## src/rtl/vic_irq_arbiter_if.sv

```systemverilog
// Bus bundle between the VIC register file / CPU port and the IRQ arbiter.
// master = register-file side (drives config and VectAddr strobes), slave = arbiter.
interface vic_irq_arbiter_if #(
  parameter int NUM_SLOTS = 16,
  parameter int INTW      = 32,
  parameter int ADDR_W    = 32
);
  logic [INTW-1:0]             irq_status;
  logic [NUM_SLOTS-1:0]        slot_en;
  logic [NUM_SLOTS*5-1:0]      slot_src_flat;
  logic [NUM_SLOTS*ADDR_W-1:0] slot_addr_flat;
  logic [ADDR_W-1:0]           def_vect_addr;
  logic                        vaddr_rd;
  logic                        vaddr_wr;
  logic                        nVICIRQ;
  logic [ADDR_W-1:0]           vect_addr;
  logic [4:0]                  handler_num;
  logic                        handler_valid;
  logic [NUM_SLOTS:0]          in_service;
  logic                        rd_collide;

  modport master (
    output irq_status, slot_en, slot_src_flat, slot_addr_flat, def_vect_addr,
           vaddr_rd, vaddr_wr,
    input  nVICIRQ, vect_addr, handler_num, handler_valid, in_service, rd_collide
  );

  modport slave (
    input  irq_status, slot_en, slot_src_flat, slot_addr_flat, def_vect_addr,
           vaddr_rd, vaddr_wr,
    output nVICIRQ, vect_addr, handler_num, handler_valid, in_service, rd_collide
  );
endinterface

```

## src/rtl/vic_irq_arbiter.sv

```systemverilog
// VIC vectored IRQ priority arbiter with in-service priority ceiling.
// VIC_NEST_EN: full nesting; undefined: only one level may be in service at a time.
module vic_slot_hit #(
  parameter int INTW = 32
) (
  input  logic            en,
  input  logic [4:0]      src,
  input  logic [INTW-1:0] irq_status,
  output logic            hit,
  output logic [INTW-1:0] vmask
);
  localparam logic [INTW-1:0] ONE = INTW'(1);

  assign hit   = en & irq_status[src];
  assign vmask = en ? (ONE << src) : '0;
endmodule

module vic_irq_arbiter #(
  parameter int NUM_SLOTS = 16,
  parameter int INTW      = 32,
  parameter int ADDR_W    = 32
) (
  input logic               clk,
  input logic               rst,
  vic_irq_arbiter_if.slave  bus
);
  localparam int LVLS = NUM_SLOTS + 1;
  localparam logic [LVLS-1:0] ONE_L = LVLS'(1);

  logic [NUM_SLOTS-1:0]            hit;
  logic [NUM_SLOTS-1:0][INTW-1:0]  vmask;
  logic [INTW-1:0]                 vec_mask;
  logic                            nv_hit;
  logic [LVLS-1:0]                 cand, elig;
  logic [4:0]                      ceil_lvl;
  logic                            found;
  logic [4:0]                      win;
  logic [ADDR_W-1:0]               win_addr;
  logic                            push;

  logic                handler_valid_d, handler_valid_q;
  logic [4:0]          handler_num_d, handler_num_q;
  logic [ADDR_W-1:0]   vect_addr_d, vect_addr_q;
  logic [LVLS-1:0]     in_service_d, in_service_q;
  logic                rd_collide_d, rd_collide_q;

  for (genvar g = 0; g < NUM_SLOTS; g++) begin : g_slot
    vic_slot_hit #(.INTW(INTW)) u_hit (
      .en         (bus.slot_en[g]),
      .src        (bus.slot_src_flat[5*g +: 5]),
      .irq_status (bus.irq_status),
      .hit        (hit[g]),
      .vmask      (vmask[g])
    );
  end

  // Sources claimed by any enabled slot never feed the default level.
  always_comb begin
    vec_mask = '0;
    for (int i = 0; i < NUM_SLOTS; i++) vec_mask = vec_mask | vmask[i];
  end

  assign nv_hit = |(bus.irq_status & ~vec_mask);
  assign cand   = {nv_hit, hit};

  always_comb begin
`ifdef VIC_NEST_EN
    ceil_lvl = 5'(LVLS);
    for (int l = LVLS-1; l >= 0; l--) if (in_service_q[l]) ceil_lvl = 5'(l);
`else
    ceil_lvl = (|in_service_q) ? 5'd0 : 5'(LVLS);
`endif
    elig = '0;
    for (int l = 0; l < LVLS; l++) elig[l] = cand[l] && (l < int'(ceil_lvl));
  end

  // Descending scan so the lowest eligible level overwrites last.
  always_comb begin
    found    = elig[NUM_SLOTS];
    win      = found ? 5'(NUM_SLOTS) : 5'd0;
    win_addr = bus.def_vect_addr;
    for (int l = NUM_SLOTS-1; l >= 0; l--) begin
      if (elig[l]) begin
        found    = 1'b1;
        win      = 5'(l);
        win_addr = bus.slot_addr_flat[ADDR_W*l +: ADDR_W];
      end
    end
  end

  always_comb begin
    handler_valid_d = found;
    handler_num_d   = win;
    vect_addr_d     = win_addr;
    rd_collide_d    = bus.vaddr_rd & bus.vaddr_wr;
`ifdef VIC_NEST_EN
    push = bus.vaddr_rd & ~bus.vaddr_wr & handler_valid_q;
`else
    push = bus.vaddr_rd & ~bus.vaddr_wr & handler_valid_q & ~(|in_service_q);
`endif
    in_service_d = in_service_q;
    if (bus.vaddr_wr) begin
`ifdef VIC_NEST_EN
      in_service_d = in_service_q & (in_service_q - ONE_L);
`else
      in_service_d = '0;
`endif
    end else if (push) begin
      in_service_d[handler_num_q] = 1'b1;
    end
  end

  always_ff @(posedge clk or negedge rst) begin
    if (!rst) begin
      handler_valid_q <= 1'b0;
      handler_num_q   <= '0;
      vect_addr_q     <= '0;
      in_service_q    <= '0;
      rd_collide_q    <= 1'b0;
    end else begin
      handler_valid_q <= handler_valid_d;
      handler_num_q   <= handler_num_d;
      vect_addr_q     <= vect_addr_d;
      in_service_q    <= in_service_d;
      rd_collide_q    <= rd_collide_d;
    end
  end

  assign bus.nVICIRQ       = ~handler_valid_q;
  assign bus.handler_valid = handler_valid_q;
  assign bus.handler_num   = handler_num_q;
  assign bus.vect_addr     = vect_addr_q;
  assign bus.in_service    = in_service_q;
  assign bus.rd_collide    = rd_collide_q;
endmodule
```

## src/flat_wrapper.sv

```systemverilog
// flat-port wrapper written by rule: the top's interface ports become plain ports
module vic_irq_arbiter_flat 
#(
  parameter int NUM_SLOTS = 16,
  parameter int INTW      = 32,
  parameter int ADDR_W    = 32
)
  (clk, rst, bus_irq_status, bus_slot_en, bus_slot_src_flat, bus_slot_addr_flat, bus_def_vect_addr, bus_vaddr_rd, bus_vaddr_wr, bus_nVICIRQ, bus_vect_addr, bus_handler_num, bus_handler_valid, bus_in_service, bus_rd_collide);
  vic_irq_arbiter_if #(.NUM_SLOTS(NUM_SLOTS), .INTW(INTW), .ADDR_W(ADDR_W)) bus_i ();
  input logic clk;
  input logic rst;
  input wire logic [$bits(bus_i.irq_status)-1:0] bus_irq_status;
  input wire logic [$bits(bus_i.slot_en)-1:0] bus_slot_en;
  input wire logic [$bits(bus_i.slot_src_flat)-1:0] bus_slot_src_flat;
  input wire logic [$bits(bus_i.slot_addr_flat)-1:0] bus_slot_addr_flat;
  input wire logic [$bits(bus_i.def_vect_addr)-1:0] bus_def_vect_addr;
  input wire logic [$bits(bus_i.vaddr_rd)-1:0] bus_vaddr_rd;
  input wire logic [$bits(bus_i.vaddr_wr)-1:0] bus_vaddr_wr;
  output wire logic [$bits(bus_i.nVICIRQ)-1:0] bus_nVICIRQ;
  output wire logic [$bits(bus_i.vect_addr)-1:0] bus_vect_addr;
  output wire logic [$bits(bus_i.handler_num)-1:0] bus_handler_num;
  output wire logic [$bits(bus_i.handler_valid)-1:0] bus_handler_valid;
  output wire logic [$bits(bus_i.in_service)-1:0] bus_in_service;
  output wire logic [$bits(bus_i.rd_collide)-1:0] bus_rd_collide;
  assign bus_i.irq_status = bus_irq_status;
  assign bus_i.slot_en = bus_slot_en;
  assign bus_i.slot_src_flat = bus_slot_src_flat;
  assign bus_i.slot_addr_flat = bus_slot_addr_flat;
  assign bus_i.def_vect_addr = bus_def_vect_addr;
  assign bus_i.vaddr_rd = bus_vaddr_rd;
  assign bus_i.vaddr_wr = bus_vaddr_wr;
  assign bus_nVICIRQ = bus_i.nVICIRQ;
  assign bus_vect_addr = bus_i.vect_addr;
  assign bus_handler_num = bus_i.handler_num;
  assign bus_handler_valid = bus_i.handler_valid;
  assign bus_in_service = bus_i.in_service;
  assign bus_rd_collide = bus_i.rd_collide;
  vic_irq_arbiter #(.NUM_SLOTS(NUM_SLOTS), .INTW(INTW), .ADDR_W(ADDR_W)) u_core (.clk(clk), .rst(rst), .bus(bus_i));
endmodule
```

## config.mk

```make
export PLATFORM = sky130hd
export DESIGN_NAME = vic_irq_arbiter_flat
export DESIGN_NICKNAME = d
export VERILOG_FILES = /design/src/rtl/vic_irq_arbiter_if.sv /design/src/rtl/vic_irq_arbiter.sv /design/src/flat_wrapper.sv
export SDC_FILE = /design/constraint.sdc
export NUM_CORES = 1
export LEC_CHECK = 0
export BUFFER_PORTS_ARGS = -buffer_cell sky130_fd_sc_hd__buf_2
export CORE_AREA = 2 2 281 283
export CTS_CLUSTER_DIAMETER = 120
export DETAILED_ROUTE_END_ITERATION = 7
export DIE_AREA = 0 0 283 285
export PLACE_DENSITY = 0.44
export SYNTH_ARGS = -nofsm -noshare
export SYNTH_HDL_FRONTEND = slang
export SYNTH_SLANG_ARGS = --single-unit
```

## constraint.sdc

```tcl
create_clock -name clk -period 7.4 [get_ports clk]
set_input_delay 1.11 -clock clk [delete_from_list [all_inputs] [get_ports clk]]
set_output_delay 1.11 -clock clk [all_outputs]
set_load 0.05 [all_outputs]
```

Word-level counts from Yosys, hierarchy flattened

Cells that the tools add are included.
Widths: inputs -> output; s select.

Magnitude comparators: 35
Shift-type cells: 16
Mux-type cells: 102
Bitwise operators: 41
Reduce and logical (&&, ||, !) cells: 21

Operator list:

| cell                 | number |
|---|---|
| $mux 32              | 32 |
| $shl 1x5->32 const A | 16 |
| $or 32x32->32        | 15 |
| $lt 5x6->1 const B   | 17 |
| $mux 5               | 18 |
| $bmux 1 s5           | 16 |
| $lt 4x5->1 const A   | 8 |
| $mux 17              | 2 |
| $mux 1               | 33 |
| $and 32x32->32       | 1 |
| $not 32->32          | 1 |
| $reduce_or 32->1     | 1 |
| $and 1x1->1          | 20 |
| $lt 3x5->1 const A   | 4 |
| $logic_and 1x1->1    | 18 |
| $or 17x17->17        | 1 |
| $reduce_or 17->1     | 1 |
| $lt 1x5->1 const A   | 2 |
| $lt 2x5->1 const A   | 2 |
| $demux 1 s5          | 1 |
| $ge 5x1->1 const B   | 1 |
| $lt 5x5->1 const A   | 1 |
| $not 1->1            | 3 |
| $reduce_bool 2->1    | 1 |

Register bits after elaboration: 56
Output and inout bits: 57
Logic and storage cells: 220

Depth between registers and ports, before layout

Depth after elaboration: 38
Depth in mapped cells: 14
Mapped depth without buffers: 11

Modules after synthesis

From an unflattened synthesis, not the netlist that was laid out.

Cells, all modules: 2,431
Area, all modules: 16,672.2 µm²

By module, submodules not included:

| module          | times used | cells an instance | area an instance (µm²) | sequential area each (µm²) |
|---|---|---|---|---|
| vic_irq_arbiter | 1          | 1,279             | 8,404.3                | 1,401.3 |
| vic_slot_hit    | 16         | 72                | 516.7                  | 0.0 |

Least setup slack after synthesis

OpenSTA, ideal clock, no wires.

Kind: input to register
Start: input port bus_slot_src_flat[25]
End: register u_core.vect_addr_q[20] (netlist: u_core.bus.vect_addr[20])
Library setup time: 129 ps
Data arrival time: 3,520 ps
Required time: 7,271 ps
Slack: 3,752 ps
Cell stages on the path: 12
Buffers on the path: 3
Path through: buf_2 -> clkbuf_1 -> mux4_2 -> nand2_1 -> a31oi_1 -> a31oi_1 -> nand2_1 -> clkbuf_1 -> a221oi_1 -> o21ai_0 -> o21ai_1 -> o21ai_0

Cells in the longest elaborated chain, start to end: 10

Ends and longest elaborated chain:

| what                         | line                   | source |
|---|---|---|
| from (decl)                  | flat_wrapper.sv:14     | `input wire logic [$bits(bus_i.slot_src_flat)-1:0] bus_slot_src_flat;` |
| $bmux 1 s5                   | vic_irq_arbiter.sv:14  | `assign hit = en & irq_status[src];` |
| $mux 1 (not written as such) | vic_irq_arbiter.sv:14  |  |
| $and 1x1->1                  | vic_irq_arbiter.sv:14  |  |
| $logic_and 1x1->1            | vic_irq_arbiter.sv:74  | `for (int l = 0; l < LVLS; l++) elig[l] = cand[l] && (l < int'(ceil_lvl));` |
| $mux 32 (6 in a row)         | vic_irq_arbiter.sv:83  | `if (elig[l]) begin` |
| via u_core.vect_addr_d[20]   | vic_irq_arbiter.sv:43  | `logic [ADDR_W-1:0] vect_addr_d, vect_addr_q;` |
| to (signal assigned)         | vic_irq_arbiter.sv:123 | `vect_addr_q <= vect_addr_d;` |
| to (decl)                    | vic_irq_arbiter.sv:43  |  |

The timed path passes the listed nets, and every way through them passes these cells. The select of a mux whose other input is x is not followed.
A chain may end at the register's enable or synchronous reset.

Final worst setup path

Start: input port bus_irq_status[23]
End: register u_core.vect_addr_q[6] (netlist: u_core.bus.vect_addr[6])

Cells in the longest elaborated chain, start to end: 20
Elaborated cells between the ends (all ways): 80
Those cells by class: 48 x mux; 16 x bitwise; 16 x reduce/logical

Ends and longest elaborated chain:

| what                         | line                  | source |
|---|---|---|
| from (decl)                  | flat_wrapper.sv:12    | `input wire logic [$bits(bus_i.irq_status)-1:0] bus_irq_status;` |
| $bmux 1 s5                   | vic_irq_arbiter.sv:14 |  |
| $mux 1 (not written as such) | vic_irq_arbiter.sv:14 |  |
| $and 1x1->1                  | vic_irq_arbiter.sv:14 |  |
| $logic_and 1x1->1            | vic_irq_arbiter.sv:74 |  |
| $mux 32 (15 in a row)        | vic_irq_arbiter.sv:83 |  |
| $mux 32 *                    | vic_irq_arbiter.sv:83 |  |
| via u_core.vect_addr_d[6]    | vic_irq_arbiter.sv:43 |  |

Mark *: on every way through the listed nets, which the timed path passes. The rest lies on a longest branch. The select of a mux whose other input is x is not followed.

==> impl_metrics.ini <==
[sta]
finalHoldWorstSlack_ns = 0.534
fin_crit_sh_pct = 70.6
slew_headroom_pct = 8.20
slew_viol_final = 0
fin_setup_tns_ns = 0
rsz0062_at_grt = no
fmax_mhz = 191
setup_viol = 0
fin_ws_ns = 2.17
hold_viol = 0
worst_pin_slew_ns = 1.36
fin_skew_ns = 0.0139
fin_crit_ns = 5.23

[layout]
post-route-cell-area_mm2 = 0.0210
drive_above_1_share_pct = 35.4
mostFrequentLayoutCells = buf_2 (731), nand2_1 (225), nor2_1 (193)
final_nets = 3518
num-fill-cells = 8883
layout_commonest_cell = buf_2
regArea_mm2 = 0.00140
multi_input_area_mm2 = 0.0139
area_growth_pct = 29.4
instances_no_fill = 3934

[worst_setup_path]
path_delay_family = compound AO/OA/AOI/OAI gates
cp_num_buf_inv = 1
r2r.worst_path.cells = 12
path_max_fanout = 30
arrival_ns = 5.44
critical_path_depth = 11
cp-end-kind = register
startpoint_type = input port
crit_slowest_cell = nor4_1
reg2reg_slack_ns = 2.50
slowest_delay_ns = 1.11
critPathRequiredTime_ns = 7.61
rr_startpoint = u_core.bus.in_service[2]
crit_start = bus_irq_status[23]
endpoint = u_core.bus.vect_addr[6]
worstSetupPathType = input port to register
critPathMostFrequentCell = o21ai_1
rr_endpoint = u_core.bus.vect_addr[29]
path_cells = buf_2, mux4_2, o22ai_1, o31a_1, nor4_1, a21boi_1, and4_4, a221oi_1, o21ai_0, o21ai_1, o21ai_1

[floorplan]
core_area_mm2 = 0.0780
dieArea_mm2 = 0.0807
pin_count = 733
die_h_um = 285
die_w_um = 283
initial_core_util_pct = 20.8
rows = 103

[power_and_ir_drop]
power_density_mw_per_mm2 = 307
leakage_nw = 8.52
ir_worst_vdd_uv = 191

[routing]
ant_nets = 0
drc = 0
firstDrtPassIters = 7
viasPerCell = 6.40
drt_iter0_markers = 3600
routed_wl_um = 178000
detail_route.wl_per_cell_um = 45.3
num_vias = 25200

[clock_tree]
ctsRootBufferMaster = clkbuf_16
clock_sinks = 56
htreeDepth = 2
cts_tree = built
cts_hold_buf = 0
clock_latency_ns = 0.34
cts.repair.resized = 0
cts_inserted_buffers = 5
cts_buffer_depth = 2
post-cts-setup-buffer-count = 0
path_clk_slew_ns = 0.09

[yosys]
syn_area_per_cell_um2 = 7.10
ys_warn_count = 0
ys.flop_type = dfrtp_1
ys_ff_latch = 56
yosysTopAreaCellShare_pct = 12.6
ys_types = 71
synthArstFlopShare_pct = 100
synth.area.top_cells = mux4_2 (13%), mux2i_1 (8.9%), dfrtp_1 (8.6%)
synth_sequential_area_ratio_pct = 8.62
syn_nets = 2963
syn_inst = 2287
synth_area_mm2 = 0.0162
synth_area_leader_cell = mux4_2
synth_edf_count = 0

[place]
dpl_worst_slack_ns = 2.10
placed_cell_area_mm2 = 0.0208
dp_cells = 3885
numPortBuffers = 732
routabilityCongestion = 1.08
post-dp-hpwl_um = 145000

[global_route]
overflow = 0
grt_max_degree = 64
grt_pass1_wl_um = 230000
grt_pass1_vias = 23800
antenna_found_initial = 71
grtUsageTotal_pct = 42.0

[hold_path]
hold_depth = 2
hold_class = register to register

[run]
maxCapViolCount = 0

[status]
status = finished, final reports clean
## area by class of cell
class / count / area share, %
multi-input cells: 1973 / 66.1
repair buffers: 784 / 19.4
flip-flops and latches: 56 / 6.67
well taps: 1050 / 6.25
clock buffers: 5 / 0.595
diodes: 41 / 0.488
inverters: 22 / 0.393
clock inverters: 3 / 0.131
## cell families (layout without fill, tap and decap cells)
family	Yosys count	in the layout	share of synthesized area [%]
flops	56	56	8.62
compound gates	733	733	30.5
other cells	0	41	0
buf+inv	258	814	6.71
simple gates	961	961	29.6
mux	279	279	24.5
## worst reg2reg max path, stage by stage (launching register included)
cell and delay (ns):
dfrtp_1 0.42, nor4_1 0.41, nand3_1 0.36, nor2_2 0.57, buf_4 0.42, nand2_1 0.15
or4_2 0.94, buf_12 0.36, mux2i_1 0.53, and3_1 0.23, o311ai_1 0.12, o2111ai_1 0.14
o211ai_1 0.11
## through the flow
stage	util, %	power (mW)
3_5_place_dp	26.6	6.00
6_report	27.0	6.45
2_1_floorplan	-	3.68
3_3_place_gp	26.6	6.01
4_1_cts	26.8	6.29
5_1_grt	26.9	6.65
## worst min-delay path by stage
stage	startpoint	endpoint	slack [ns]
finish	u_core.bus.in_service[8]	u_core.bus.in_service[8]	0.53
global route	u_core.bus.in_service[16]	u_core.bus.in_service[16]	0.57
detailed placement	u_core.bus.in_service[8]	u_core.bus.in_service[8]	0.52
global placement	u_core.bus.in_service[12]	u_core.bus.in_service[12]	0.52
CTS	u_core.bus.in_service[8]	u_core.bus.in_service[8]	0.54
floorplan	u_core.bus.in_service[12]	u_core.bus.in_service[12]	0.80
## cell usage after synthesis (all sizes together), types with 5 or more instances
library cell  instances
a2111oi               7
a211oi               15
a21oi                83
a221oi               74
a22o                 32
a22oi                31
a311oi                5
a31oi                26
a32oi                 5
and2                 16
and3                 16
buf                  68
clkbuf              168
dfrtp                56
inv                  21
mux2                 43
mux2i               145
mux4                 91
nand2               227
nand2b               42
nand3                99
nand3b               22
nand4                30
nand4b                6
nor2                198
nor2b                59
nor3                103
nor3b                14
nor4                 74
o2111ai              17
o211ai               10
o21ai               236
o221a                30
o221ai               13
o22ai               100
o311ai                5
o32ai                16
or2                  16
or3                  14
or3b                  7
or4                  11
## power by group
part           leakage, nW  internal, mW  switching, mW  total (mW)
Combinational         7.75          1.67           3.92        5.59
Clock               0.0722         0.130          0.149       0.278
Sequential           0.692         0.440          0.142       0.582
Total                 8.52          2.24           4.21        6.45
## metal layers
layer	track usage (%)	up-vias	share of wire, %
met5	0	-	0.094
met4	30.7	26	8.6
li1	-	10100	-
met2	63.4	2063	43
met1	51.0	12400	39
met3	12.1	525	10
## sequential cells by signal, summed over array words and instances (netlist names)
register / flops
u_core.bus.handler_num: 5
u_core.bus.in_service: 17
u_core.bus.rd_collide: 1
u_core.bus.vect_addr: 32
u_core.bus.handler_valid: 1
No activity file was read; power rests on OpenSTA's default activity.
